<file path="config.mk">
export PLATFORM = sky130hd
export DESIGN_NAME = mc_sequencer
export DESIGN_NICKNAME = d
export VERILOG_FILES = /design/src/rtl/mc_sequencer.sv
export SDC_FILE = /design/constraint.sdc
export NUM_CORES = 1
export LEC_CHECK = 0
export ABC_AREA = 1
export CAP_MARGIN = 40
export CORE_MARGIN = 2
export CORE_UTILIZATION = 34
export DETAILED_ROUTE_END_ITERATION = 8
export PLACE_DENSITY = 0.82
export RECOVER_POWER = 100
export SYNTH_ARGS = -nofsm -noshare
export SYNTH_HDL_FRONTEND = slang
export SYNTH_SLANG_ARGS = --single-unit
</file>
<file path="constraint.sdc">
create_clock -name clk -period 1.3 [get_ports clk]
set_input_delay 0.26 -clock clk [delete_from_list [all_inputs] [get_ports clk]]
set_output_delay 0.26 -clock clk [all_outputs]
set_load 0.05 [all_outputs]
</file>
<file path="src/rtl/mc_sequencer.sv">
// Multi-cycle control sequencer (FETCH/DECODE/EXEC/MEM/WB/TRAP) for an RV32 subset datapath.
// Optional performance counters are built only when MC_SEQ_PERF_EN is defined.
module mc_sequencer #(
  parameter int oplen = 7
) (
  input  logic             clk,
  input  logic             rst_n,
  input  logic [oplen-1:0] op,
  input  logic             zero,
  input  logic             mem_ready,
  output logic             mem_req,
  output logic             iord,
  output logic             MemRead,
  output logic             MemWrite,
  output logic             ir_write,
  output logic             mdr_write,
  output logic             pc_write,
  output logic             pc_src,
  output logic [1:0]       ALUOp,
  output logic             ALUSrc,
  output logic             RegWrite,
  output logic             memtoreg,
  output logic             branch,
  output logic             retire,
  output logic             illegal,
  output logic [2:0]       state,
  output logic [31:0]      cycle_cnt,
  output logic [31:0]      instret_cnt
);

  typedef enum logic [2:0] {
    S_FETCH  = 3'd0,
    S_DECODE = 3'd1,
    S_EXEC   = 3'd2,
    S_MEM    = 3'd3,
    S_WB     = 3'd4,
    S_TRAP   = 3'd5
  } state_t;

  localparam logic [oplen-1:0] OP_R   = oplen'(7'b0110011);
  localparam logic [oplen-1:0] OP_I   = oplen'(7'b0010011);
  localparam logic [oplen-1:0] OP_LW  = oplen'(7'b0000011);
  localparam logic [oplen-1:0] OP_SW  = oplen'(7'b0100011);
  localparam logic [oplen-1:0] OP_BEQ = oplen'(7'b1100011);

  state_t           state_q, state_d;
  logic [oplen-1:0] op_q;
  logic             illegal_q;

  logic is_r, is_i, is_lw, is_sw, is_beq, op_legal;

  // Only DECODE looks at the live op; everything afterwards uses the latched copy.
  assign is_r     = (op_q == OP_R);
  assign is_i     = (op_q == OP_I);
  assign is_lw    = (op_q == OP_LW);
  assign is_sw    = (op_q == OP_SW);
  assign is_beq   = (op_q == OP_BEQ);
  assign op_legal = (op == OP_R) || (op == OP_I) || (op == OP_LW) ||
                    (op == OP_SW) || (op == OP_BEQ);

  always_ff @(posedge clk) begin
    if (!rst_n) begin
      state_q   <= S_FETCH;
      op_q      <= '0;
      illegal_q <= 1'b0;
    end else begin
      state_q <= state_d;
      if (state_q == S_DECODE) op_q <= op;
      if (state_d == S_TRAP) illegal_q <= 1'b1;
    end
  end

  // Memory handshake: mem_req is the valid, mem_ready the ready; a transfer
  // completes on a rising edge with both high, and iord/MemRead/MemWrite hold
  // steady for as long as mem_req is high. mem_ready is ignored otherwise.
  always_comb begin
    state_d   = state_q;
    mem_req   = 1'b0;
    iord      = 1'b0;
    MemRead   = 1'b0;
    MemWrite  = 1'b0;
    ir_write  = 1'b0;
    mdr_write = 1'b0;
    pc_write  = 1'b0;
    pc_src    = 1'b0;
    ALUOp     = 2'b00;
    ALUSrc    = 1'b0;
    RegWrite  = 1'b0;
    memtoreg  = 1'b0;
    branch    = 1'b0;
    retire    = 1'b0;
    illegal   = illegal_q;
    state     = state_q;

    case (state_q)
      S_FETCH: begin
        mem_req = 1'b1;
        MemRead = 1'b1;
        if (mem_ready) begin
          ir_write = 1'b1;
          pc_write = 1'b1;
          state_d  = S_DECODE;
        end
      end
      S_DECODE: begin
        state_d = op_legal ? S_EXEC : S_TRAP;
      end
      S_EXEC: begin
        if (is_r || is_i) begin
          ALUOp   = 2'b10;
          ALUSrc  = is_i;
          state_d = S_WB;
        end else if (is_lw || is_sw) begin
          ALUOp   = 2'b00;
          ALUSrc  = 1'b1;
          state_d = S_MEM;
        end else if (is_beq) begin
          ALUOp    = 2'b01;
          branch   = 1'b1;
          pc_write = zero;
          pc_src   = zero;
          retire   = 1'b1;
          state_d  = S_FETCH;
        end else begin
          state_d = S_FETCH;
        end
      end
      S_MEM: begin
        mem_req  = 1'b1;
        iord     = 1'b1;
        MemRead  = is_lw;
        MemWrite = is_sw;
        if (mem_ready) begin
          if (is_lw) begin
            mdr_write = 1'b1;
            state_d   = S_WB;
          end else begin
            retire  = is_sw;
            state_d = S_FETCH;
          end
        end
      end
      S_WB: begin
        RegWrite = 1'b1;
        memtoreg = is_lw;
        retire   = 1'b1;
        state_d  = S_FETCH;
      end
      S_TRAP: begin
        state_d = S_TRAP;
      end
      default: begin
        state_d = S_FETCH;
      end
    endcase

    // Reset wins over everything, so a pending request or write never leaks out.
    if (!rst_n) begin
      mem_req   = 1'b0;
      iord      = 1'b0;
      MemRead   = 1'b0;
      MemWrite  = 1'b0;
      ir_write  = 1'b0;
      mdr_write = 1'b0;
      pc_write  = 1'b0;
      pc_src    = 1'b0;
      ALUOp     = 2'b00;
      ALUSrc    = 1'b0;
      RegWrite  = 1'b0;
      memtoreg  = 1'b0;
      branch    = 1'b0;
      retire    = 1'b0;
      illegal   = 1'b0;
      state     = 3'd0;
    end
  end

`ifdef MC_SEQ_PERF_EN
  logic [31:0] cycle_q, instret_q;

  always_ff @(posedge clk) begin
    if (!rst_n) begin
      cycle_q   <= '0;
      instret_q <= '0;
    end else begin
      cycle_q <= cycle_q + 32'd1;
      if (retire) instret_q <= instret_q + 32'd1;
    end
  end

  assign cycle_cnt   = rst_n ? cycle_q : 32'd0;
  assign instret_cnt = rst_n ? instret_q : 32'd0;
`else
  assign cycle_cnt   = 32'd0;
  assign instret_cnt = 32'd0;
`endif

endmodule
</file>
; Yosys cells after proc, flatten, opt, wreduce, memory -nomap -nowiden
; Index checks and enable logic that the tools add are counted.
[word_totals]
mem_bits_rw = 0
out_inout_bits = 83
n_memories = 0
elab_cells = 80
regBits = 11
romBits = 0
latchBits = 0
input_bits = 11
[classes]
div_mod_pow = 0
addsub = 0
multipliers = 0
reduce_logical = 8
n_shift = 0
eq_ne = 16
muxes = 53
magnitude_cmp = 0
bitwise_logic = 0
[ops]
columns = op, n
row1 = $mux 1, 39
row2 = $eq 7x6->1 const B, 4
row3 = $mux 3, 6
row4 = $pmux 3 s5, 1
row5 = $eq 7x2->1 const B, 2
row6 = $eq 7x5->1 const B, 2
row7 = $eq 7x7->1 const B, 2
row8 = $eq 3x3->1 const B, 3
row9 = $mux 2, 4
row10 = $eq 3x2->1 const B, 2
row11 = $logic_or 1x1->1, 6
row12 = $pmux 1 s2, 2
row13 = $eq 3x1->1 const B, 1
row14 = $logic_not 3->1, 1
row15 = $pmux 1 s3, 1
row16 = $reduce_or 2->1, 1

; Longest topological paths before layout
[depth]
word_depth = 8
depth_mapped = 8
ltp_nobuf = 8

; Worst setup path before layout
; No wires, ideal clock.
[synth_timing]
path_kind = flip-flop to output port
start = register state_q[1]
end = output port memtoreg
required_ps = 1040
path_buffers = 0
setup_slack_ps = -1414
path_stages_with_launch = 6
t_arrival_ps = 2454
cell_sequence = dfxtp_1 > nor2_1 > inv_1 > nor2_1 > inv_1 > nor3_1
[synth_via]
elab_chain_cells = 3
[synth_lines]
columns = element, line_no
row1 = from (decl), 46  ; state_t state_q, state_d;
row2 = from (signal assigned), 67  ; state_q <= state_d;
row3 = $eq 3x3->1, 95  ; case (state_q)
row4 = $mux 1, 95
row5 = $mux 1, 158  ; if (!rst_n) begin
row6 = to (decl), 22  ; output logic memtoreg,
; No other way between the ends.

; Worst setup path in the final report
[layout_timing]
start = register state_q[2]
end = output port retire
[layout_via]
elab_chain_cells = 3
elab_cells_between_ends = 5
classes_between = eq/ne (3) / mux (2)
[layout_lines]
columns = element, line_no
row1 = $eq 3x3->1 / $eq 3x2->1 (equally long branches), 95
row2 = $pmux 1 s3 *, 95
row3 = $mux 1 *, 158
row4 = to (decl), 24  ; output logic retire,
; Mark *: on every way between the ends. The rest lies on a longest branch, timed or not.

==> summary.txt <==
Status
  – Outcome: finished with violations
  – Failing checks: negative setup slack

STA
  – Clock skew: 0.004361 ns
  – Hold slack final: 0.4713 ns
  – Max Freq: 591.6 MHz
  – Setup violators final: 18
  – RSZ-0062 raised after global routing: true
  – Final Worst Setup Slack: -0.3904 ns
  – Hold Vio Cnt, Final: 0
  – Tmin final: 1.690 ns
  – Period utilisation layout: 130.0%
  – Final slew viol count: 0

Critical path
  – RR Endpoint: state_q[2]
  – Req. time, crit path: 1.04 ns
  – Crit-path max FO: 4
  – Startpoint Class: flop
  – Setup CP Type: flop to primary output
  – Worst setup EP type: primary output
  – Reg-to-reg slack, setup: -0.01 ns
  – CP Cell Sequence: inv_4 > nand2_4 > nor3_4 > nand3_4 > nand2_1 > inv_1 > nand2_2 > buf_12
  – Worst endpoint data arrival time: 1.43 ns
  – Worst r2r src: state_q[1]
  – Crit path largest cell delay: 0.33 ns
  – CP max stage cell: dfxtp_2
  – Worst R2R Path Depth: 9

Hold path
  – Hold EP: op_q[0]
  – Hold/Removal Path Class: flop to flop
  – Hold Path Stages: 2
  – Hold Startpoint: op_q[0]

Floorplan
  – Die H: 63.81 um
  – Std-Cell Core Area: 3390 sq um
  – Initial cell density of the core: 35.88%
  – # IOs: 94
  – Number of cell rows: 21
  – Total die area: 4071 sq um
  – Die width: 63.81 um

Cells and area
  – Layout cells sized above 1: 47.64%
  – Area grow syn2layout: 71.50%
  – Diodes inserted: 0
  – Post-Layout Cell Count: 300
  – Fill count: 300
  – Final nets: 266

Detailed routing
  – Via count: 1186
  – Vias/cell: 3.953
  – Wire length per cell: 9.990 um
  – Starting DRT DRC Count: 24
  – # DRC: 0
  – Pre-antenna DRT Iters: 4
  – Post-route ant nets: 0
  – Final WL: 2997 um

Synthesis
  – Ys Warns: 0
  – Register bit count reported by yosys: 11
  – Avg Inst Size Synth: 6.504 sq um
  – Top cell type's share of synthesized area: 40.74%
  – Top cells by area, synth: buf_4 (41%), dfxtp_1 (18%), nand2_1 (9.3%)
  – Register area share after synthesis: 18.11%
  – Syn Std Cell Area: 1216 sq um
  – Synth cell types: 21
  – Largest area contributor in the netlist: buf_4
  – Cells after Synth: 187

Placed design
  – Post-DP HPWL: 2327 um
  – Port buffer count: 29
  – RePlAce Congestion: 0.8484
  – Placed cells: 287

Global routing
  – Global-route wire length before repair: 4554 um
  – Vias in the first global route: 1016
  – All-Layer GR Usage: 14.38%
  – Gr ovfl total: 0
  – Maximum number of pins on one net before global-route repair: 11
  – Initial antenna violation count: 0

CTS
  – CTS root buf: clkbuf_4
  – Max Buffers Root-to-Sink: 2
  – CTS sink count: 11
  – CTS tree: built
  – CTS Buf Count: 3
  – Worst-path clk slew: 0.07 ns
  – CTS Hold Bufs: 0
  – H-Tree Level Count: 1
  – Worst skew pair latency: 0.27 ns

Pwr
  – Cell area power density: 775.5 nW/um^2
  – Switching Share: 52.46%
  – Clock Power Share: 14.4%
  – P_sw: 848.5 uW
  – Power share of the combinational group: 60.5%
  – VDD IR-drop max: 0.4476 mV
  – LEAKAGE: 1.047 nW
  – Seq pwr share: 25.1%
  – Internal cell power: 768.9 uW

Run
  – Max Cap Violations: 0
per-stage QoR:
step	utilization (%)	total power [mW]	instance area [sq um]	TNS, ns	setup slack [ns]
detailed placement	53.97	1.281	1829	-7.987	-0.5063
finish	61.54	1.617	2086	-4.949	-0.3904
CTS	59.21	1.562	2007	-4.850	-0.3906
global placement	53.97	1.269	1829	-7.412	-0.4817
floorplan	-	1.188	1584	-1.715	-0.3161
global route	61.54	1.701	2086	-6.680	-0.4804
state kept, by name, summed over array words and instances, names as in the netlist:
name,cells
illegal_q,1
op_q,7
state_q,3
worst max path at each step:
stage	depth (start not counted)	end	slack [ns]	startpoint
after global placement	8	retire	-0.48	rst_n
after detailed placement	8	retire	-0.51	rst_n
after global routing	8	retire	-0.48	state_q[2]
after CTS	8	retire	-0.39	state_q[2]
after floorplan	5	memtoreg	-0.32	state_q[0]
final	8	retire	-0.39	state_q[2]
synthesized netlist by cell type, drive strengths merged:
master  instances
nand4           1
nand3b          2
nor2           21
dfxtp          11
conb            1
and3            1
buf            66
a21oi           8
o21ai           7
nand2          31
o22ai           1
inv            24
nor3            4
nand3           9
power by group through the flow:
stage / Combinational [mW] / Clock (mW) / Sequential [mW]
2_1_floorplan: 0.789 / 0 / 0.399
3_3_place_gp: 0.870 / 0 / 0.399
3_5_place_dp: 0.879 / 0 / 0.401
4_1_cts: 0.917 / 0.240 / 0.404
5_1_grt: 1.03 / 0.266 / 0.410
6_report: 0.979 / 0.233 / 0.406
per-layer routing:
layer / vias up / global-route usage [%] / wire, um
met5: - / 0 / 0
met4: 0 / 7.880 / 79
met3: 9 / 2.113 / 212
met2: 62 / 27.73 / 1721
met1: 529 / 14.53 / 982
li1: 586 / - / -
final cells by class:
type	count	area [sq um]	share of cell area, %
multi-input cells	149	893.4	42.83
repair buffers	66	767.0	36.77
flip-flops and latches	11	235.2	11.28
inverters	24	106.4	5.099
well taps	46	57.56	2.759
clock buffers	4	26.28	1.260
timing repair:
item | 4_1_cts | 5_1_grt
endpoints found under the setup margin | 19 | 23
setup buffers | 2 | 10
resized for setup | 44 | 16
pin swaps | 19 | 16
layout by cell type (no fill, tap or decap), drive strengths merged:
cell | Yosys | final
clkbuf | 0 | 5
nand3 | 9 | 9
buf | 66 | 56
o22ai | 1 | 1
clkinvlp | 0 | 1
nand2 | 31 | 31
nor2 | 21 | 21
and3 | 1 | 1
conb | 1 | 64
o21ai | 7 | 7
inv | 24 | 23
nand3b | 2 | 2
dfxtp | 11 | 11
a21oi | 8 | 8
clkdlybuf4s50 | 0 | 9
nand4 | 1 | 1
nor3 | 4 | 4
logic make-up (layout without fill, tap and decap cells):
family                 after synthesis  after routing  share of synthesized area (%)
and+or+nand+nor                     69             69                          26.34
other                                1             64                         0.3083
buffers and inverters               90             94                          48.56
AOI/OAI and AO/OA                   16             16                          6.687
DFF                                 11             11                          18.11
critical path, delay by kind of cell (launching register included):
family / cells / cell delay, ns
buffers and inverters: 3 / 0.24
AND/OR/NAND/NOR: 5 / 0.58
flip-flops: 1 / 0.33
No activity file was read; power rests on OpenSTA's default activity.
